File: config.mk
export PLATFORM = sky130hd
export DESIGN_NAME = wboled_fifo_flat
export DESIGN_NICKNAME = d
export VERILOG_FILES = /design/src/rtl/wboled_fifo_if.sv /design/src/rtl/wboled_fifo.sv /design/src/flat_wrapper.sv
export SDC_FILE = /design/constraint.sdc
export NUM_CORES = 1
export LEC_CHECK = 0
export BUFFER_PORTS_ARGS = -buffer_cell sky130_fd_sc_hd__buf_2
export CAP_MARGIN = 10
export CORE_AREA = 2 2 215 217
export DETAILED_ROUTE_END_ITERATION = 12
export DIE_AREA = 0 0 217 219
export PLACE_DENSITY_LB_ADDON = 0.2
export RECOVER_POWER = 25
export SLEW_MARGIN = 20
export SYNTH_ARGS = -nofsm -noshare
export SYNTH_HDL_FRONTEND = slang
export SYNTH_SLANG_ARGS = --single-unit
File: constraint.sdc
create_clock -name i_clk -period 4.2 [get_ports i_clk]
set_input_delay 0 -clock i_clk [delete_from_list [all_inputs] [get_ports i_clk]]
set_output_delay 0 -clock i_clk [all_outputs]
set_load 0.1 [all_outputs]
File: src/rtl/wboled_fifo_if.sv
// Wishbone slave bus bundle for the OLED SPI controller.
interface wboled_fifo_if;
  logic        cyc;
  logic        stb;
  logic        we;
  logic [1:0]  addr;
  logic [31:0] wdata;
  logic        ack;
  logic        stall;
  logic [31:0] rdata;

  modport master (output cyc, stb, we, addr, wdata, input ack, stall, rdata);
  modport slave  (input cyc, stb, we, addr, wdata, output ack, stall, rdata);
endinterface

File: src/rtl/wboled_fifo.sv
// Wishbone SPI display controller: command/data byte FIFO feeding a mode-3
// serializer with programmable SCK half-period, power bits and idle interrupt.
//
// state    | meaning
// S_IDLE   | CSn high, waiting for a queued byte
// S_SETUP  | CSn low, SCK high, ckdiv cycles before the first falling edge
// S_SHIFT  | shifting 8 bits MSB first, SCK toggles every ckdiv cycles
// S_HOLD_A | after last rising edge, CSn still low for ckdiv cycles
// S_HOLD_B | CSn high minimum time before a new frame may start
module wboled_fifo #(
  parameter int          LGFIFO        = 5,
  parameter logic [7:0]  DEFAULT_CKDIV = 8'd4
) (
  input  logic           i_clk,
  input  logic           i_reset_n,
  wboled_fifo_if.slave   wb,
  output logic           o_sck,
  output logic           o_mosi,
  output logic           o_dcn,
  output logic           o_csn,
  output logic [2:0]     o_pwr,
  output logic           o_int
);

  localparam int DEPTH = 1 << LGFIFO;
  localparam logic [LGFIFO-1:0] PTR_ONE  = 1;
  localparam logic [LGFIFO:0]   FILL_ONE = 1;

  typedef enum logic [2:0] {S_IDLE, S_SETUP, S_SHIFT, S_HOLD_A, S_HOLD_B} state_t;

  logic [8:0]        mem [DEPTH];
  logic [LGFIFO-1:0] wr_ptr, rd_ptr;
  logic [LGFIFO:0]   fill;
  logic              empty, full;
  logic              overflow;
  logic [7:0]        ckdiv, ckdiv_eff, reload;
  logic              skid_vld;
  logic [8:0]        skid_data;
  state_t            state;
  logic [7:0]        cnt;
  logic [7:0]        sreg;
  logic [2:0]        bitn;
  logic [8:0]        head;

  logic       bus_wr, bus_push, split, push_req, push_ok, bus_lost, ovf_set, pop, at_last_rise;
  logic [8:0] bus_entry, push_entry;
  logic [31:0] status;
  logic       unused_bits;

  assign unused_bits = &{1'b0, wb.cyc, wb.wdata[30:20]};

  assign empty     = (fill == '0);
  assign full      = fill[LGFIFO];
  assign ckdiv_eff = (ckdiv == 8'd0) ? 8'd1 : ckdiv;
  assign reload    = ckdiv_eff - 8'd1;
  assign head      = mem[rd_ptr];

  always_comb begin
    bus_wr    = wb.stb && wb.we;
    bus_push  = bus_wr && ((wb.addr == 2'd1) || (wb.addr == 2'd2));
    split     = bus_wr && (wb.addr == 2'd2) && wb.wdata[31];
    bus_entry = split ? {1'b1, wb.wdata[15:8]} : {(wb.addr == 2'd2), wb.wdata[7:0]};
    // The pending skid byte owns the push slot; a bus push colliding with it is lost.
    push_req   = skid_vld || bus_push;
    push_entry = skid_vld ? skid_data : bus_entry;
    bus_lost   = skid_vld && bus_push;
    at_last_rise = (state == S_SHIFT) && !o_sck && (cnt == 8'd0) && (bitn == 3'd7);
    pop        = !empty && ((state == S_IDLE) || at_last_rise);
    push_ok    = push_req && (!full || pop);
    ovf_set    = (push_req && !push_ok) || bus_lost;
  end

  assign status = {{(7-LGFIFO){1'b0}}, fill, 5'h0, o_pwr, ckdiv, 3'h0,
                   overflow, o_int, empty, full, (state != S_IDLE)};

  assign wb.stall = 1'b0;

  always_ff @(posedge i_clk) begin
    if (push_ok) mem[wr_ptr] <= push_entry;
  end

  always_ff @(posedge i_clk or negedge i_reset_n) begin
    if (!i_reset_n) begin
      wr_ptr    <= '0;
      rd_ptr    <= '0;
      fill      <= '0;
      skid_vld  <= 1'b0;
      skid_data <= '0;
    end else begin
      if (push_ok) wr_ptr <= wr_ptr + PTR_ONE;
      if (pop)     rd_ptr <= rd_ptr + PTR_ONE;
      case ({push_ok, pop})
        2'b10:   fill <= fill + FILL_ONE;
        2'b01:   fill <= fill - FILL_ONE;
        default: fill <= fill;
      endcase
      if (split && !skid_vld) begin
        skid_vld  <= 1'b1;
        skid_data <= {1'b1, wb.wdata[7:0]};
      end else begin
        skid_vld  <= 1'b0;
      end
    end
  end

  always_ff @(posedge i_clk or negedge i_reset_n) begin
    if (!i_reset_n) begin
      wb.ack   <= 1'b0;
      wb.rdata <= '0;
      overflow <= 1'b0;
      o_pwr    <= '0;
      ckdiv    <= DEFAULT_CKDIV;
      o_int    <= 1'b0;
    end else begin
      wb.ack   <= wb.stb;
      wb.rdata <= (wb.stb && !wb.we && (wb.addr == 2'd0)) ? status : 32'h0;
      if (ovf_set)
        overflow <= 1'b1;
      else if (bus_wr && (wb.addr == 2'd0) && wb.wdata[4])
        overflow <= 1'b0;
      if (bus_wr && (wb.addr == 2'd3)) begin
        for (int i = 0; i < 3; i++)
          if (wb.wdata[16+i]) o_pwr[i] <= wb.wdata[i];
        if (wb.wdata[19]) ckdiv <= wb.wdata[15:8];
      end
      o_int <= empty && (state == S_IDLE) && !push_ok;
    end
  end

  always_ff @(posedge i_clk or negedge i_reset_n) begin
    if (!i_reset_n) begin
      state  <= S_IDLE;
      o_sck  <= 1'b1;
      o_mosi <= 1'b0;
      o_dcn  <= 1'b0;
      o_csn  <= 1'b1;
      cnt    <= '0;
      sreg   <= '0;
      bitn   <= '0;
    end else begin
      case (state)
        S_IDLE: begin
          if (!empty) begin
            sreg  <= head[7:0];
            o_dcn <= head[8];
            o_csn <= 1'b0;
            cnt   <= reload;
            state <= S_SETUP;
          end
        end
        S_SETUP: begin
          if (cnt == 8'd0) begin
            o_sck  <= 1'b0;
            o_mosi <= sreg[7];
            sreg   <= {sreg[6:0], 1'b0};
            bitn   <= 3'd0;
            cnt    <= reload;
            state  <= S_SHIFT;
          end else begin
            cnt <= cnt - 8'd1;
          end
        end
        S_SHIFT: begin
          if (cnt != 8'd0) begin
            cnt <= cnt - 8'd1;
          end else if (!o_sck) begin
            o_sck <= 1'b1;
            cnt   <= reload;
            // Next byte is loaded on the last rising edge so dcn settles while SCK is high.
            if (bitn == 3'd7) begin
              if (!empty) begin
                sreg  <= head[7:0];
                o_dcn <= head[8];
              end else begin
                state <= S_HOLD_A;
              end
            end
          end else begin
            o_sck  <= 1'b0;
            o_mosi <= sreg[7];
            sreg   <= {sreg[6:0], 1'b0};
            bitn   <= bitn + 3'd1;
            cnt    <= reload;
          end
        end
        S_HOLD_A: begin
          if (cnt == 8'd0) begin
            o_csn <= 1'b1;
            cnt   <= reload;
            state <= S_HOLD_B;
          end else begin
            cnt <= cnt - 8'd1;
          end
        end
        S_HOLD_B: begin
          if (cnt == 8'd0) state <= S_IDLE;
          else             cnt   <= cnt - 8'd1;
        end
        default: state <= S_IDLE;
      endcase
    end
  end

endmodule

File: src/flat_wrapper.sv
// flat-port wrapper written by rule: the top's interface ports become plain ports
module wboled_fifo_flat 
#(
  parameter int          LGFIFO        = 5,
  parameter logic [7:0]  DEFAULT_CKDIV = 8'd4
)
  (i_clk, i_reset_n, o_sck, o_mosi, o_dcn, o_csn, o_pwr, o_int, wb_cyc, wb_stb, wb_we, wb_addr, wb_wdata, wb_ack, wb_stall, wb_rdata);
  wboled_fifo_if wb_i ();
  input  logic i_clk;
  input  logic i_reset_n;
  output logic o_sck;
  output logic o_mosi;
  output logic o_dcn;
  output logic o_csn;
  output logic [2:0] o_pwr;
  output logic o_int;
  input wire logic [$bits(wb_i.cyc)-1:0] wb_cyc;
  input wire logic [$bits(wb_i.stb)-1:0] wb_stb;
  input wire logic [$bits(wb_i.we)-1:0] wb_we;
  input wire logic [$bits(wb_i.addr)-1:0] wb_addr;
  input wire logic [$bits(wb_i.wdata)-1:0] wb_wdata;
  output wire logic [$bits(wb_i.ack)-1:0] wb_ack;
  output wire logic [$bits(wb_i.stall)-1:0] wb_stall;
  output wire logic [$bits(wb_i.rdata)-1:0] wb_rdata;
  assign wb_i.cyc = wb_cyc;
  assign wb_i.stb = wb_stb;
  assign wb_i.we = wb_we;
  assign wb_i.addr = wb_addr;
  assign wb_i.wdata = wb_wdata;
  assign wb_ack = wb_i.ack;
  assign wb_stall = wb_i.stall;
  assign wb_rdata = wb_i.rdata;
  wboled_fifo #(.LGFIFO(LGFIFO), .DEFAULT_CKDIV(DEFAULT_CKDIV)) u_core (.i_clk(i_clk), .i_reset_n(i_reset_n), .wb(wb_i), .o_sck(o_sck), .o_mosi(o_mosi), .o_dcn(o_dcn), .o_csn(o_csn), .o_pwr(o_pwr), .o_int(o_int));
endmodule
# [Word-level counts from Yosys, hierarchy flattened]
# Memories as Yosys holds them, arrays and structs flattened.
# Index checks and enable logic that the tools add are counted.
# Widths: inputs -> output; s select.
[totals] ff_bits=98 ram_bits=288 output_inout_bits=42 word_cells=155 n_memories=1
[memory_table] name="u_core.mem" depth=32 width=9 read_ports=1 rd_clocked_by_memory_dff=0 wr=1 line="wboled_fifo.sv:31" text="logic [8:0] mem [DEPTH];"
[op_classes] n_addsub=7 n_eq_ne=21 n_mux=49 n_reduce_logical=56
[ops] cell="$mux 8" n=10
[ops] cell="$pmux 8 s4" n=1
[ops] cell="$mux 3" n=10
[ops] cell="$mux 30" n=1
[ops] cell="$pmux 8 s3" n=1
[ops] cell="$logic_and 1x1->1" n=19
[ops] cell="$mux 9" n=2
[ops] cell="$mux 1" n=17
[ops] cell="$logic_not 8->1" n=2
[ops] cell="$sub 8x1->8 const B" n=2
[ops] cell="$pmux 3 s5" n=1
[ops] cell="$pmux 6 s2" n=1
[ops] cell="$reduce_and 4->1" n=3
[ops] cell="$add 5x1->5 const B" n=2
[ops] cell="$ne 2x1->1 const B" n=5
[ops] cell="$ne 2x2->1 const B" n=5
[ops] cell="$reduce_bool 2->1" n=5
[ops] cell="$reduce_and 3->1" n=3
[ops] cell="$pmux 1 s2" n=4
[ops] cell="$reduce_and 2->1" n=4
[ops] cell="$reduce_and 8->1" n=1
[ops] cell="$reduce_bool 8->1" n=1
[ops] cell="$add 6x1->6 const B" n=1
[ops] cell="$eq 2x2->1 const B" n=3
[ops] cell="16 further kinds" n=29

# [Depth between registers and ports, before layout]
[depth] word_depth=12 depth_mapped=13 mapped_depth_nobuf=13

# [Worst setup path before layout]
# OpenSTA, ideal clock, no wires.
[synth_timing] path_kind="reg2reg" startpoint="register u_core.cnt[0]" endpoint="register u_core.fill[5]" setup_ns=0.079 t_arrival_ns=3.000 setup_slack_ns=1.121 stages_incl_launch_ff=14 path_buffers=0 synth_period_minus_slack_ns=3.079 path_cell_list="dfrtp_1 -> inv_1 -> ha_1 -> nor3b_1 -> nand3_2 -> a2111o_1 -> inv_1 -> ha_1 -> ha_1 -> a21o_1 -> a21oi_1 -> or4_1 -> nand3_1 -> xor2_1"
[synth_via] elab_chain_len=9 elab_cells_between_ends=11 cone_classes="2 x eq/ne; 1 x mux; 8 x reduce/logical"
[synth_rtl] item="from (decl)" line="wboled_fifo.sv:40" text="logic [7:0] cnt;"
[synth_rtl] item="from (signal assigned)" line="wboled_fifo.sv:147" text="cnt <= reload;"
[synth_rtl] item="from (signal assigned)" line="wboled_fifo.sv:157" text="cnt <= reload;"
[synth_rtl] item="from (signal assigned)" line="wboled_fifo.sv:160" text="cnt <= cnt - 8'd1;"
[synth_rtl] item="$logic_not 8->1 *" line="wboled_fifo.sv:67" text="at_last_rise = (state == S_SHIFT) && !o_sck && (cnt == 8'd0) && (bitn == 3'd7);"
[synth_rtl] item="$logic_and 1x1->1 * (2 in series)" line="wboled_fifo.sv:67"
[synth_rtl] item="$logic_or 1x1->1 *" line="wboled_fifo.sv:68" text="pop = !empty && ((state == S_IDLE) || at_last_rise);"
[synth_rtl] item="$logic_and 1x1->1 *" line="wboled_fifo.sv:68"
[synth_rtl] item="named net u_core.pop" line="wboled_fifo.sv:45" text="logic bus_wr, bus_push, split, push_req, push_ok, bus_lost, ovf_set, pop, at_last_rise;"
[synth_rtl] item="$logic_or 1x1->1" line="wboled_fifo.sv:69" text="push_ok = push_req && (!full || pop);"
[synth_rtl] item="$logic_and 1x1->1" line="wboled_fifo.sv:69"
[synth_rtl] item="$eq 2x1->1 / $eq 2x2->1 (equally long branches)" line="wboled_fifo.sv:92" text="case ({push_ok, pop})"
[synth_rtl] item="$pmux 6 s2 / $reduce_bool 2->1 (equally long branches)"
[synth_rtl] item="to (signal assigned)" line="wboled_fifo.sv:93" text="2'b10: fill <= fill + FILL_ONE;"
[synth_rtl] item="to (signal assigned)" line="wboled_fifo.sv:94" text="2'b01: fill <= fill - FILL_ONE;"
[synth_rtl] item="to (signal assigned)" line="wboled_fifo.sv:95" text="default: fill <= fill;"
[synth_rtl] item="to (decl)" line="wboled_fifo.sv:33" text="logic [LGFIFO:0] fill;"
# Mark *: on every way through the listed nets, which the timed path passes. The rest lies on a longest branch.
# A chain may end at the register's enable or synchronous reset.

# [Worst setup path after layout]
[layout_timing] startpoint="register u_core.cnt[0]" endpoint="register u_core.fill[5]"
[layout_via] elab_chain_len=9 elab_cells_between_ends=11 cone_classes="2 x eq/ne; 1 x mux; 8 x reduce/logical"
[layout_rtl] item="$logic_not 8->1 *" line="wboled_fifo.sv:67"
[layout_rtl] item="$logic_and 1x1->1 * (2 in series)" line="wboled_fifo.sv:67"
[layout_rtl] item="$logic_or 1x1->1 *" line="wboled_fifo.sv:68"
[layout_rtl] item="$logic_and 1x1->1 *" line="wboled_fifo.sv:68"
[layout_rtl] item="$logic_or 1x1->1" line="wboled_fifo.sv:69"
[layout_rtl] item="$logic_and 1x1->1" line="wboled_fifo.sv:69"
[layout_rtl] item="$eq 2x1->1 / $eq 2x2->1 (equally long branches)" line="wboled_fifo.sv:92"
[layout_rtl] item="$pmux 6 s2 / $reduce_bool 2->1 (equally long branches)"
# Every way passes the cells marked *; elsewhere a longest branch is shown, timed or not.

==> run summary <==
Status: finished with violations
Failing checks: capacitance limit, slew limit
Largest net degree at the start of global routing: 62
Largest family of logic cells by synthesized area: multiplexers
Routed Antenna Nets: 0
Wirelength per Cell: 21.2 µm
Async S/R FF share, synth: 0.232
NumNets Final: 1,122
Skew final: 24.4 ps
DR vias/cell: 5.01
Final setup TNS: 0 ps
# fillers: 4,127
Post-synthesis xor/xnor area fraction: 0.0101
DR pass1 iterations: 5
Final period util: 0.824
Die W: 217 µm
Placer Congestion: 0.833
Minimum clock period: 3460 ps
Finished Layout Cells: 1,694
DRT iter0 DRCs: 582
GR Overflow Total: 0
Vias in the first global route: 8,640
CTS Sinks: 375
Final Setup Violations: 0
Crit. End Element: register
Die Ht: 219 µm
Most frequent cells in the layout: edfxtp_1, dfrtp_1, mux4_2, nor2_1, mux2i_1
Setup bufs post-CTS: 0
Post-synth top flop: edfxtp_1
Sequential share of the synthesized area: 0.695
Setup WS pre-CTS: 747 ps
Post-synth EDFFs: 288
Max IR drop VDD: 0.000286 V
Area of the core: 0.0451 mm²
Diode count: 0
Site Rows: 78
Multiplexer share of the synthesized area: 0.136
Worst Path Class, Setup: reg -> reg
WP data required: 4690 ps
Synth Instances: 929
Worst Slack Setup Final: 740 ps
Initial antenna violation count: 0
Tot GR Track Use: 0.155
Achievable frequency: 289 MHz
Drt total wl: 35.9 mm
Mapped Area: 0.0156 mm²
Slew HR: -0.206
Commonest non-fill, non-tap cell in the layout: edfxtp_1
Worst Setup Start Kind: register
Final Hold Viols: 0
Lkg Pwr: 6.48 nW
Simple-gate share of the synthesized area: 0.0613
# H-tree levels: 2
I/O Pins: 81
CP Data Arrival Time: 3950 ps
R2r worst-path depth: 13
FF+latch area: 0.0108 mm²
Maxcap violations: 4
Via count: 8,487
Die area: 0.0475 mm²
Layout cells sized above 1: 0.229
Synth cell types: 66
Port Buf Inserts: 57
Area Overhead vs Synth: 17.1%
# DRC: 0
Final Max Tran Viols: 132
DP Wirelength: 22.8 mm
Placed Instances: 1,596
Hold crit path type: in -> reg
Compound-cell area share of the yosys netlist: 0.0543
Synth area leaders: edfxtp_1, dfrtp_1, mux4_2
Area of the multi-input gates: 0.00440 mm²
Root Driver: clkbuf_16
Clock latency on the worst-skew pair: 570 ps
PwrDens: 569 mW/mm²
Synth warn: 0
CTS clk-pin slew, worst paths: 60 ps
Hold depth: 5
First-pass GRT wire length: 54.7 mm
Top cell type by total area after synthesis: edfxtp_1
CTS tree: built
Initial core utilization: 0.346
Avg Cell Area, Syn: 16.8 µm²
Flops & latches, synth: 375
Adder-cell share of the synthesized area: 0.0165
Yosys top cell area share: 0.555
Unrepaired setup endpoints after global routing: false
Max Root-Sink Buffers: 3
CTS buffer count: 41
Actual slew at the worst max-slew pin: 1810 ps
CP Max Fanout: 10
-- critical path, cell delays in order (launching register included) --
cell and delay, ps:
dfrtp_1 400, inv_1 110, ha_1 170, nor3b_1 390, nand4_1 270, a21oi_4 390
inv_1 80, ha_1 310, ha_1 330, a21o_1 110, a21oi_1 100, or4_1 480
nand3_1 110, xor2_1 140
-- where the power goes --
| group | leakage (nW) | internal, mW | switching, mW |
|---|---|---|---|
| registers | 3.70 | 4.26 | 0.387 |
| clock network | 0.630 | 2.01 | 1.46 |
| logic | 2.15 | 1.02 | 1.24 |
| total | 6.48 | 7.30 | 3.08 |
-- area by class of cell --
type                       count  area share
sequential                   375       0.594
multi-input combinational    489       0.241
clock buffer                  57      0.0617
timing repair buffer         137      0.0500
tap                          600      0.0411
clock inverter                17     0.00891
inverter                      19     0.00391
-- through the flow --
| stage | hold slack [ps] | total power, mW | instance area, µm² | util |
|---|---|---|---|---|
| final | 32.2 | 10.4 | 18300 | 0.405 |
| after global routing | 70.4 | 10.9 | 18300 | 0.405 |
| after CTS | 4.48 | 10.5 | 18300 | 0.407 |
| after detailed placement | 163 | 7.02 | 16800 | 0.373 |
| after global placement | 162 | 7.01 | 16800 | 0.373 |
| after floorplan | -296 | 6.40 | 15600 | - |
-- path summary, 6_finish.rpt --
| kind | slack [ps] | endpoint | startpoint |
|---|---|---|---|
| worst max-delay path | 740 | u_core.fill[5]$_DFFE_PN0P_ | u_core.cnt[0]$_DFFE_PN0P_ |
| worst min-delay path | 30 | u_core.wb.rdata[0]$_DFF_PN0_ | wb_addr[0] |
| worst max register to register | 740 | u_core.fill[5]$_DFFE_PN0P_ | u_core.cnt[0]$_DFFE_PN0P_ |
| worst min register to register | 470 | u_core.skid_data[8]$_DFFE_PN0P_ | u_core.skid_data[8]$_DFFE_PN0P_ |
| max in group asynchronous | 2060 | u_core.rd_ptr[0]$_DFFE_PN0P_ | i_reset_n |
| min in group asynchronous | 70 | u_core.wb.rdata[10]$_DFF_PN0_ | i_reset_n |
-- kinds of logic after synthesis --
kind of cell / Yosys count
other: 1
muxes: 137
xor gates and xnor gates: 18
buffers and inverters: 75
AOI/OAI and AO/OA: 115
and+or+nand+nor: 188
adders and majority gates: 20
DFF: 375
-- synth_stat cells (6+ instances only) --
master / instances
a21oi_1: 18
nor3b_1: 6
nor2_1: 56
xnor2_1: 14
o21ai_0: 24
a221o_1: 6
o221ai_1: 7
dfrtp_1: 84
clkbuf_1: 17
nor3_1: 11
buf_6: 7
nand3b_1: 6
and2_1: 19
mux4_2: 57
buf_4: 18
mux2i_1: 50
nand4_1: 6
o22ai_1: 7
inv_1: 19
a211oi_1: 12
nand2_1: 47
buf_2: 12
nand3_1: 8
edfxtp_1: 288
ha_1: 19
mux2_2: 30
a22oi_1: 12
-- state kept, by name, indices dropped and copies added, names as in the netlist, 3 cells and up --
| signal | flops |
|---|---|
| u_core.skid_data | 9 |
| u_core.sreg | 8 |
| u_core.rd_ptr | 5 |
| u_core.fill | 6 |
| u_core.wr_ptr | 5 |
| u_core.state | 3 |
| u_core.ckdiv | 8 |
| u_core.wb.rdata | 21 |
| u_core.o_pwr | 3 |
| u_core.cnt | 8 |
| u_core.bitn | 3 |
| u_core.mem | 288 |
-- routing by layer --
metal  vias up  routed length, µm  global-route usage  share of wire
li1       3874                  -                   -              -
met2       200              16600               0.240           0.46
met3        65               1570              0.0317          0.044
met5         -                  0                   0              0
met4         0               1170              0.0582          0.032
met1      4348              16600               0.215           0.46
-- repair_timing --
| action | in CTS | in global routing |
|---|---|---|
| hold buffers | 24 | 0 |
| resized for setup | 0 | 0 |
| hold endpoints to repair | 84 | 0 |
No activity file was read; power rests on OpenSTA's default activity.
